**src/rtl/booth_pkg.sv**
```systemverilog
`default_nettype none
// ============================================================================
//  Module      : booth_pkg
//  Description : Shared types and constants for the Booth product accumulator
//                (controller state encoding, default widths, saturation limits).
//  Revision    : 1.0 - initial release
// ============================================================================
package booth_pkg;

  // Default widths: product from the 8x8 multiplier, accumulator, run length.
  localparam int DEF_PROD_W = 16;
  localparam int DEF_ACC_W  = 24;
  localparam int DEF_CNT_W  = 4;

  // Saturation limits of the default-width accumulator.
  localparam logic signed [DEF_ACC_W-1:0] ACC_MAX = {1'b0, {(DEF_ACC_W-1){1'b1}}};
  localparam logic signed [DEF_ACC_W-1:0] ACC_MIN = {1'b1, {(DEF_ACC_W-1){1'b0}}};

  // Controller states.
  typedef enum logic [1:0] {
    ST_IDLE  = 2'd0,
    ST_ACCUM = 2'd1,
    ST_DONE  = 2'd2
  } state_e;

endpackage
`default_nettype wire

```
**src/rtl/booth_sat_add.sv**
```systemverilog
`default_nettype none
// ============================================================================
//  Module      : booth_sat_add
//  Description : Combinational saturating add of a sign-extended product onto
//                an ACC_W-bit signed accumulator; flags when clamping occurs.
//  Revision    : 1.0 - initial release
// ============================================================================
module booth_sat_add
  import booth_pkg::*;
#(
  parameter int PROD_W = DEF_PROD_W,
  parameter int ACC_W  = DEF_ACC_W
) (
  input  logic [ACC_W-1:0]  acc_i,
  input  logic [PROD_W-1:0] prod_i,
  output logic [ACC_W-1:0]  sum_o,
  output logic              ovf_o
);

  localparam logic [ACC_W-1:0] SAT_MAX = {1'b0, {(ACC_W-1){1'b1}}};
  localparam logic [ACC_W-1:0] SAT_MIN = {1'b1, {(ACC_W-1){1'b0}}};

  // One guard bit is enough: |acc| + |prod| never exceeds ACC_W+1 signed bits.
  logic [ACC_W:0] w_sum;
  assign w_sum = {acc_i[ACC_W-1], acc_i}
               + {{(ACC_W+1-PROD_W){prod_i[PROD_W-1]}}, prod_i};

  // Guard bit disagreeing with the result sign means out of range; clamp by guard sign.
  always_comb begin
    ovf_o = w_sum[ACC_W] ^ w_sum[ACC_W-1];
    sum_o = w_sum[ACC_W-1:0];
    if (ovf_o) begin
      sum_o = w_sum[ACC_W] ? SAT_MIN : SAT_MAX;
    end
  end

endmodule
`default_nettype wire

```
**src/rtl/booth_prod_accumulator.sv**
```systemverilog
`default_nettype none
// ============================================================================
//  Module      : booth_prod_accumulator
//  Description : Accepts a programmed number of signed products over a
//                valid/ready port, sums them with saturation and presents the
//                result on a valid/ready output port.
//  Revision    : 1.0 - initial release
// ============================================================================
module booth_prod_accumulator
  import booth_pkg::*;
#(
  parameter int PROD_W = DEF_PROD_W,
  parameter int ACC_W  = DEF_ACC_W,
  parameter int CNT_W  = DEF_CNT_W
) (
  input  logic              clk,
  input  logic              rst_n,
  input  logic              start,
  input  logic [CNT_W-1:0]  len,
  input  logic [PROD_W-1:0] prod,
  input  logic              prod_valid,
  output logic              prod_ready,
  output logic [ACC_W-1:0]  acc_out,
  output logic              acc_valid,
  input  logic              acc_ready,
  output logic              ovf,
  output logic              busy
);

  state_e             state_q;
  logic [ACC_W-1:0]   acc_q;
  logic [CNT_W-1:0]   rem_q;
  logic               ovf_q;
  logic               prod_ready_q;
  logic               acc_valid_q;
  logic               busy_q;

  logic [ACC_W-1:0]   acc_d;
  logic               add_ovf;

  booth_sat_add #(
    .PROD_W (PROD_W),
    .ACC_W  (ACC_W)
  ) u_sat_add (
    .acc_i  (acc_q),
    .prod_i (prod),
    .sum_o  (acc_d),
    .ovf_o  (add_ovf)
  );

  // Run controller: handshake flags are registered alongside the state.
  always_ff @(posedge clk or negedge rst_n) begin
    if (!rst_n) begin
      state_q      <= ST_IDLE;
      acc_q        <= '0;
      rem_q        <= '0;
      ovf_q        <= 1'b0;
      prod_ready_q <= 1'b0;
      acc_valid_q  <= 1'b0;
      busy_q       <= 1'b0;
    end else begin
      case (state_q)
        ST_IDLE: begin
          if (start) begin
            acc_q  <= '0;
            ovf_q  <= 1'b0;
            rem_q  <= len;
            busy_q <= 1'b1;
            if (len == '0) begin
              state_q     <= ST_DONE;
              acc_valid_q <= 1'b1;
            end else begin
              state_q      <= ST_ACCUM;
              prod_ready_q <= 1'b1;
            end
          end
        end
        ST_ACCUM: begin
          if (prod_valid) begin
            acc_q <= acc_d;
            ovf_q <= ovf_q | add_ovf;
            rem_q <= rem_q - CNT_W'(1);
            if (rem_q == CNT_W'(1)) begin
              state_q      <= ST_DONE;
              prod_ready_q <= 1'b0;
              acc_valid_q  <= 1'b1;
            end
          end
        end
        ST_DONE: begin
          // start is deliberately not looked at here; it is not queued.
          if (acc_ready) begin
            state_q     <= ST_IDLE;
            acc_valid_q <= 1'b0;
            busy_q      <= 1'b0;
          end
        end
        default: begin
          state_q      <= ST_IDLE;
          prod_ready_q <= 1'b0;
          acc_valid_q  <= 1'b0;
          busy_q       <= 1'b0;
        end
      endcase
    end
  end

  assign prod_ready = prod_ready_q;
  assign acc_valid  = acc_valid_q;
  assign acc_out    = acc_q;
  assign ovf        = ovf_q;
  assign busy       = busy_q;

endmodule
`default_nettype wire

```
**config.mk**
```make
export PLATFORM = sky130hd
export DESIGN_NAME = booth_prod_accumulator
export DESIGN_NICKNAME = d
export VERILOG_FILES = /design/src/rtl/booth_pkg.sv /design/src/rtl/booth_sat_add.sv /design/src/rtl/booth_prod_accumulator.sv
export SDC_FILE = /design/constraint.sdc
export NUM_CORES = 1
export LEC_CHECK = 0
export ABC_AREA = 1
export BUFFER_PORTS_ARGS = -buffer_cell sky130_fd_sc_hd__clkbuf_2
export CAP_MARGIN = 20
export CORE_MARGIN = 8
export CORE_UTILIZATION = 58
export DETAILED_ROUTE_END_ITERATION = 8
export PLACE_DENSITY = 0.82
export SLEW_MARGIN = 15
export SYNTH_ARGS = -nofsm -noshare
export SYNTH_HDL_FRONTEND = slang
export SYNTH_SLANG_ARGS = --single-unit
```
**constraint.sdc**
```tcl
create_clock -name clk -period 2.99 [get_ports clk]
set_input_delay 0.7475 -clock clk [delete_from_list [all_inputs] [get_ports clk]]
set_output_delay 0.7475 -clock clk [all_outputs]
set_load 0.005 [all_outputs]
```
Yosys cells after proc, flatten, opt, wreduce, memory -nomap -nowiden

Index checks and enable logic that the tools add are counted.

Register bits after elaboration: 34
Input bits: 25
Output and inout bits: 28

Add/subtract/negate cells: 2
Equality and inequality tests: 9
Multiplexer cells: 30
Bitwise logic cells: 4
Reductions and logical operators: 8

Operator list:

| kind                | count |
|---|---|
| $mux 24             | 4 |
| $pmux 24 s2         | 1 |
| $add 24x16->25      | 1 |
| $mux 1              | 12 |
| $ne 2x2->1 const B  | 6 |
| $mux 2              | 5 |
| $reduce_and 5->1    | 2 |
| $pmux 1 s3          | 3 |
| $mux 4              | 2 |
| $pmux 4 s2          | 1 |
| $pmux 2 s3          | 1 |
| $reduce_and 3->1    | 2 |
| $eq 4x1->1 const B  | 1 |
| $logic_not 4->1     | 1 |
| $reduce_and 4->1    | 1 |
| $sub 4x1->4 const B | 1 |
| $eq 2x1->1 const B  | 1 |
| $eq 2x2->1 const B  | 1 |
| $logic_not 2->1     | 1 |
| $not 1->1           | 2 |
| $pmux 1 s2          | 1 |
| $reduce_bool 2->1   | 1 |
| $or 1x1->1          | 1 |
| $xor 1x1->1         | 1 |

Depth between registers and ports, before layout

Depth in word-level cells: 5
Depth in mapped cells: 16

Modules after synthesis

From an unflattened synthesis, not the netlist that was laid out.

Cell total of the unflattened synthesis: 543
Area, all modules: 3484.6 µm²

By module, submodules not included:

| module                 | instances | cells an instance | area each (µm²) |
|---|---|---|---|
| booth_sat_add          | 1         | 356               | 1929.4 |
| booth_prod_accumulator | 1         | 187               | 1555.2 |

Worst setup path before layout

OpenSTA, ideal clock, no wires.

Path type: in2reg
Start point: input prod[0]
End point: register acc_q[11], in the netlist acc_out[11]
Library setup time: 0.119 ns
Data arrival time: 2.464 ns
Required time: 2.871 ns
Path slack: 0.406 ns
Cell stages on the path: 15
Buffers on the path: 1
Path through: ha_1 fa_1 nand2_1 nand2_1 nand3_1 nand2_2 nand2_2 nand3_2 nand2_1 nand2_4 nand2_4 nand2_4 buf_12 o21ai_2 nand2_1

Longest elaborated chain between the ends: 5
Elaborated cells between the ends (all ways): 6

RTL lines:

| what                                   | RTL line                                 | source |
|---|---|---|
| start: declaration                     | booth_prod_accumulator.sv:20             | `input logic [PROD_W-1:0] prod,` |
| $add 24x16->25 *                       | booth_sat_add.sv:26                      | `+ {{(ACC_W+1-PROD_W){prod_i[PROD_W-1]}}, prod_i};` |
| $mux 24 or $xor 1x1->1 (tied branches) | booth_sat_add.sv:33, booth_sat_add.sv:30 |  |
| $mux 24 *                              | booth_sat_add.sv:32                      | `if (ovf_o) begin` |
| $mux 24 *                              | booth_prod_accumulator.sv:79             | `if (prod_valid) begin` |
| $pmux 24 s2 *                          | booth_prod_accumulator.sv:62             | `case (state_q)` |
| end signal: assignment                 | booth_prod_accumulator.sv:55             | `acc_q <= '0;` |
| end signal: assignment                 | booth_prod_accumulator.sv:65             | `acc_q <= '0;` |
| end signal: assignment                 | booth_prod_accumulator.sv:80             | `acc_q <= acc_d;` |
| end: declaration                       | booth_prod_accumulator.sv:31             | `logic [ACC_W-1:0] acc_q;` |

Mark *: on every way between the ends. The rest lies on a longest branch, timed or not. The select of a mux whose other input is x is not followed.
A chain may end at the register's enable or synchronous reset.

Worst setup path after layout

Start point: input prod[0]
End point: register acc_q[15], in the netlist acc_out[15]

The elaborated chain is that of the path after synthesis.

==> summary.md <==
| Metric | Value |
|---|---|
| Leakage | `2.10 nW` |
| Ys flop type | `dfrtp_1` |
| Worst-case clock buffer depth | `2` |
| Final setup violating endpoints | `0` |
| Routed via count | `3303` |
| Maximum clock frequency | `363 MHz` |
| Synthesized Nets | `537` |
| Num CTS Buffers | `5` |
| Via-per-instance ratio | `5.34` |
| Initial Utilization | `60.0%` |
| Tot GR Track Use | `21.9%` |
| Yosys reg bits | `34` |
| Placement Cell Area | `3650 um^2` |
| Fin. Hold Viols | `0` |
| Synth Area in XOR/XNOR | `4.24%` |
| Compound-gate portion of the synthesized area | `13.9%` |
| Placeable core area | `5510 um^2` |
| Vias in the first global route | `3345` |
| Post-Syn Area | `3300 um^2` |
| Largest family of logic cells by synthesized area | `simple AND/OR/NAND/NOR gates` |
| Post-synth EDFFs | `0` |
| Synth Area in Simple Gates | `37.5%` |
| Critical path endpoint category | `register` |
| Max Transition Viols Final | `0` |
| Final setup margin | `0.233 ns` |
| DIE HEIGHT | `91.5 um` |
| Placed Cells | `610` |
| DRT iter0 DRCs | `236` |
| Ys Warns | `0` |
| Commonest non-fill, non-tap cells in the layout | `nand2_1, inv_1, clkbuf_2` |
| IO Port Bufs | `52` |
| Setup Crit Path Kind | `in -> reg` |
| DRC Markers | `0` |
| Cells after synthesis | `485` |
| Area Growth Syn to Fin | `13.7%` |
| Worst skew pair latency | `0.29 ns` |
| Fin nets | `597` |
| DIE AREA | `8370 um^2` |
| Total gr overflow | `0` |
| Fraction of layout cells with a size suffix above 1 | `20.9%` |
| MaxCap Viol Count | `0` |
| VDD IR-drop max | `0.473 mV` |
| Commonest non-fill, non-tap cell in the layout | `nand2_1` |
| Netlist cell types | `37` |
| Post-route ant nets | `0` |
| Post-layout instance area | `3760 um^2` |
| Finished Layout Cells | `618` |
| Power Total | `3.68 mW` |
| Die width | `91.5 um` |
| Synth async-reset ratio | `100%` |
| CP arrival | `2.93 ns` |
| Slew headroom | `38.7%` |
| Worst-margin pin slew | `0.920 ns` |
| Post-cts repair resize count | `0` |
| Worst endpoint required time | `3.16 ns` |
| I/O pin count | `53` |
| Wire length per cell | `14.7 um` |
| Antenna Cells | `0` |
| Initial DRT Pass Iterations | `4` |
| Maximum fanout along the worst path | `18` |
| Period minus WS final | `2.76 ns` |
| Synth Area in Adders | `10.5%` |
| Clk sinks | `34` |
| Pwr per Cell Area | `978 nW/um^2` |
| RSZ-0062 raised after global routing | `no` |
| Startpoint Class | `primary input` |
| Post-synthesis mux area share | `0%` |
| Sequential area share after synthesis | `25.8%` |
| Clock Skews | `0.00690 ns` |
| Routed Wire Length | `9080 um` |
| DP HPWL | `7310 um` |
| TritonCTS clock tree | `done` |
| Outcome | `finished, final reports clean` |
| Tightest Hold Check Type | `reg -> reg` |
| Synthesized area per cell | `6.81 um^2` |
| Pre-CTS WS | `-0.0401 ns` |
| Largest net degree at the start of global routing | `35` |
| Final period utilization | `92.2%` |
| Initial antenna violation count | `0` |
| H-tree depth | `2` |
| CTS Hold Bufs | `0` |
| First-pass GRT wire length | `15300 um` |
| FP Rows | `27` |
| Root Buffer | `clkbuf_8` |
| Final GP Congestion | `1.06` |
| Total setup buffers inserted after CTS | `0` |
| Clk slew on worst S/H paths | `0.07 ns` |
## through the flow
| stage | utilization (%) | hold slack [ns] | TNS (ns) |
|---|---|---|---|
| 3_5_place_dp | 66.3 | 0.494 | -0.0794 |
| 6_report | 68.2 | 0.511 | 0 |
| 2_1_floorplan | - | 0.452 | 0 |
| 5_1_grt | 68.2 | 0.529 | 0 |
| 4_1_cts | 68.2 | 0.517 | 0 |
| 3_3_place_gp | 66.3 | 0.477 | 0 |
## routing by layer
layer | GRT usage [%] | up-vias | part of all wire [%]
li1 | - | 1692 | -
met1 | 28.8 | 1496 | 48
met4 | 7.23 | 0 | 1.8
met5 | 0 | - | 0
met3 | 4.28 | 15 | 4.7
met2 | 35.0 | 100 | 45
## sequential cells by signal (all words and copies together) (netlist names)
name,cells
acc_out,24
rem_q,4
state_q,2
acc_valid,1
busy,1
ovf,1
prod_ready,1
## worst max-delay path, cell delays in order
cell and delay [ns]:
clkbuf_2 0.09, ha_1 0.26, fa_1 0.46, nand2_1 0.09
nand2_1 0.07, nand3_1 0.10, nand2_2 0.11, nand2_2 0.12
nand3_2 0.09, nand2_1 0.11, nand2_4 0.07, nand2_4 0.10
nand2_4 0.19, o21ai_0 0.24, nand2_1 0.07
## cell type report
type | instances | area (um^2)
clock inverters | 3 | 40.0
clock buffers | 5 | 68.8
flip-flops and latches | 34 | 851
well taps | 72 | 90.1
multi-input cells | 389 | 2180
fillers | 490 | 1750
repair buffers | 59 | 313
inverters | 56 | 210
## Yosys cell counts (2+ instances only)
cell type	n	area share, %
buf_1	2	0.23
and2_1	4	0.76
o21ai_0	23	3.5
ha_1	26	9.8
or2_1	2	0.38
nor2_1	30	3.4
nand2_4	5	1.7
a21oi_1	22	3.3
a21oi_4	2	0.98
xor2_1	10	2.7
nand3_1	20	3.0
buf_6	2	0.68
inv_1	54	6.1
nand2_2	16	3.0
nor3_1	8	1.2
o21ai_2	9	2.4
nand4_1	14	2.7
nand2_1	162	18
nand3_2	3	0.91
nor2_2	7	1.3
a21oi_2	2	0.53
a31oi_1	2	0.38
o21bai_1	7	1.6
xnor2_1	6	1.6
dfrtp_1	34	26
o211ai_1	2	0.45
## cells by family (layout without fill, tap and decap cells)
kind of cell,Yosys count,count (layout)
flip-flops,34,34
buffers and inverters,62,123
XOR/XNOR,16,16
AND/OR/NAND/NOR,274,274
adder cells (fa/ha/maj),27,27
AO/OA/AOI/OAI,72,72
## power breakdown
group	leakage, nW	internal, mW	switching [mW]
registers	0.435	0.653	0.151
logic	1.60	0.875	1.57
clock network	0.0579	0.245	0.178
## path summary, 6_finish.rpt
path,startpoint,end,slack (ns),cells past startpoint
max,prod[0],acc_out[15],0.23,15
min,acc_out[7],acc_out[7],0.51,2
max in group asynchronous,rst_n,acc_out[10],1.84,1
max reg2reg,acc_out[0],acc_out[15],0.37,14
min reg2reg,acc_out[7],acc_out[7],0.51,2
min in group asynchronous,rst_n,acc_out[0],0.58,1
Power figures use the tool's default switching activity.
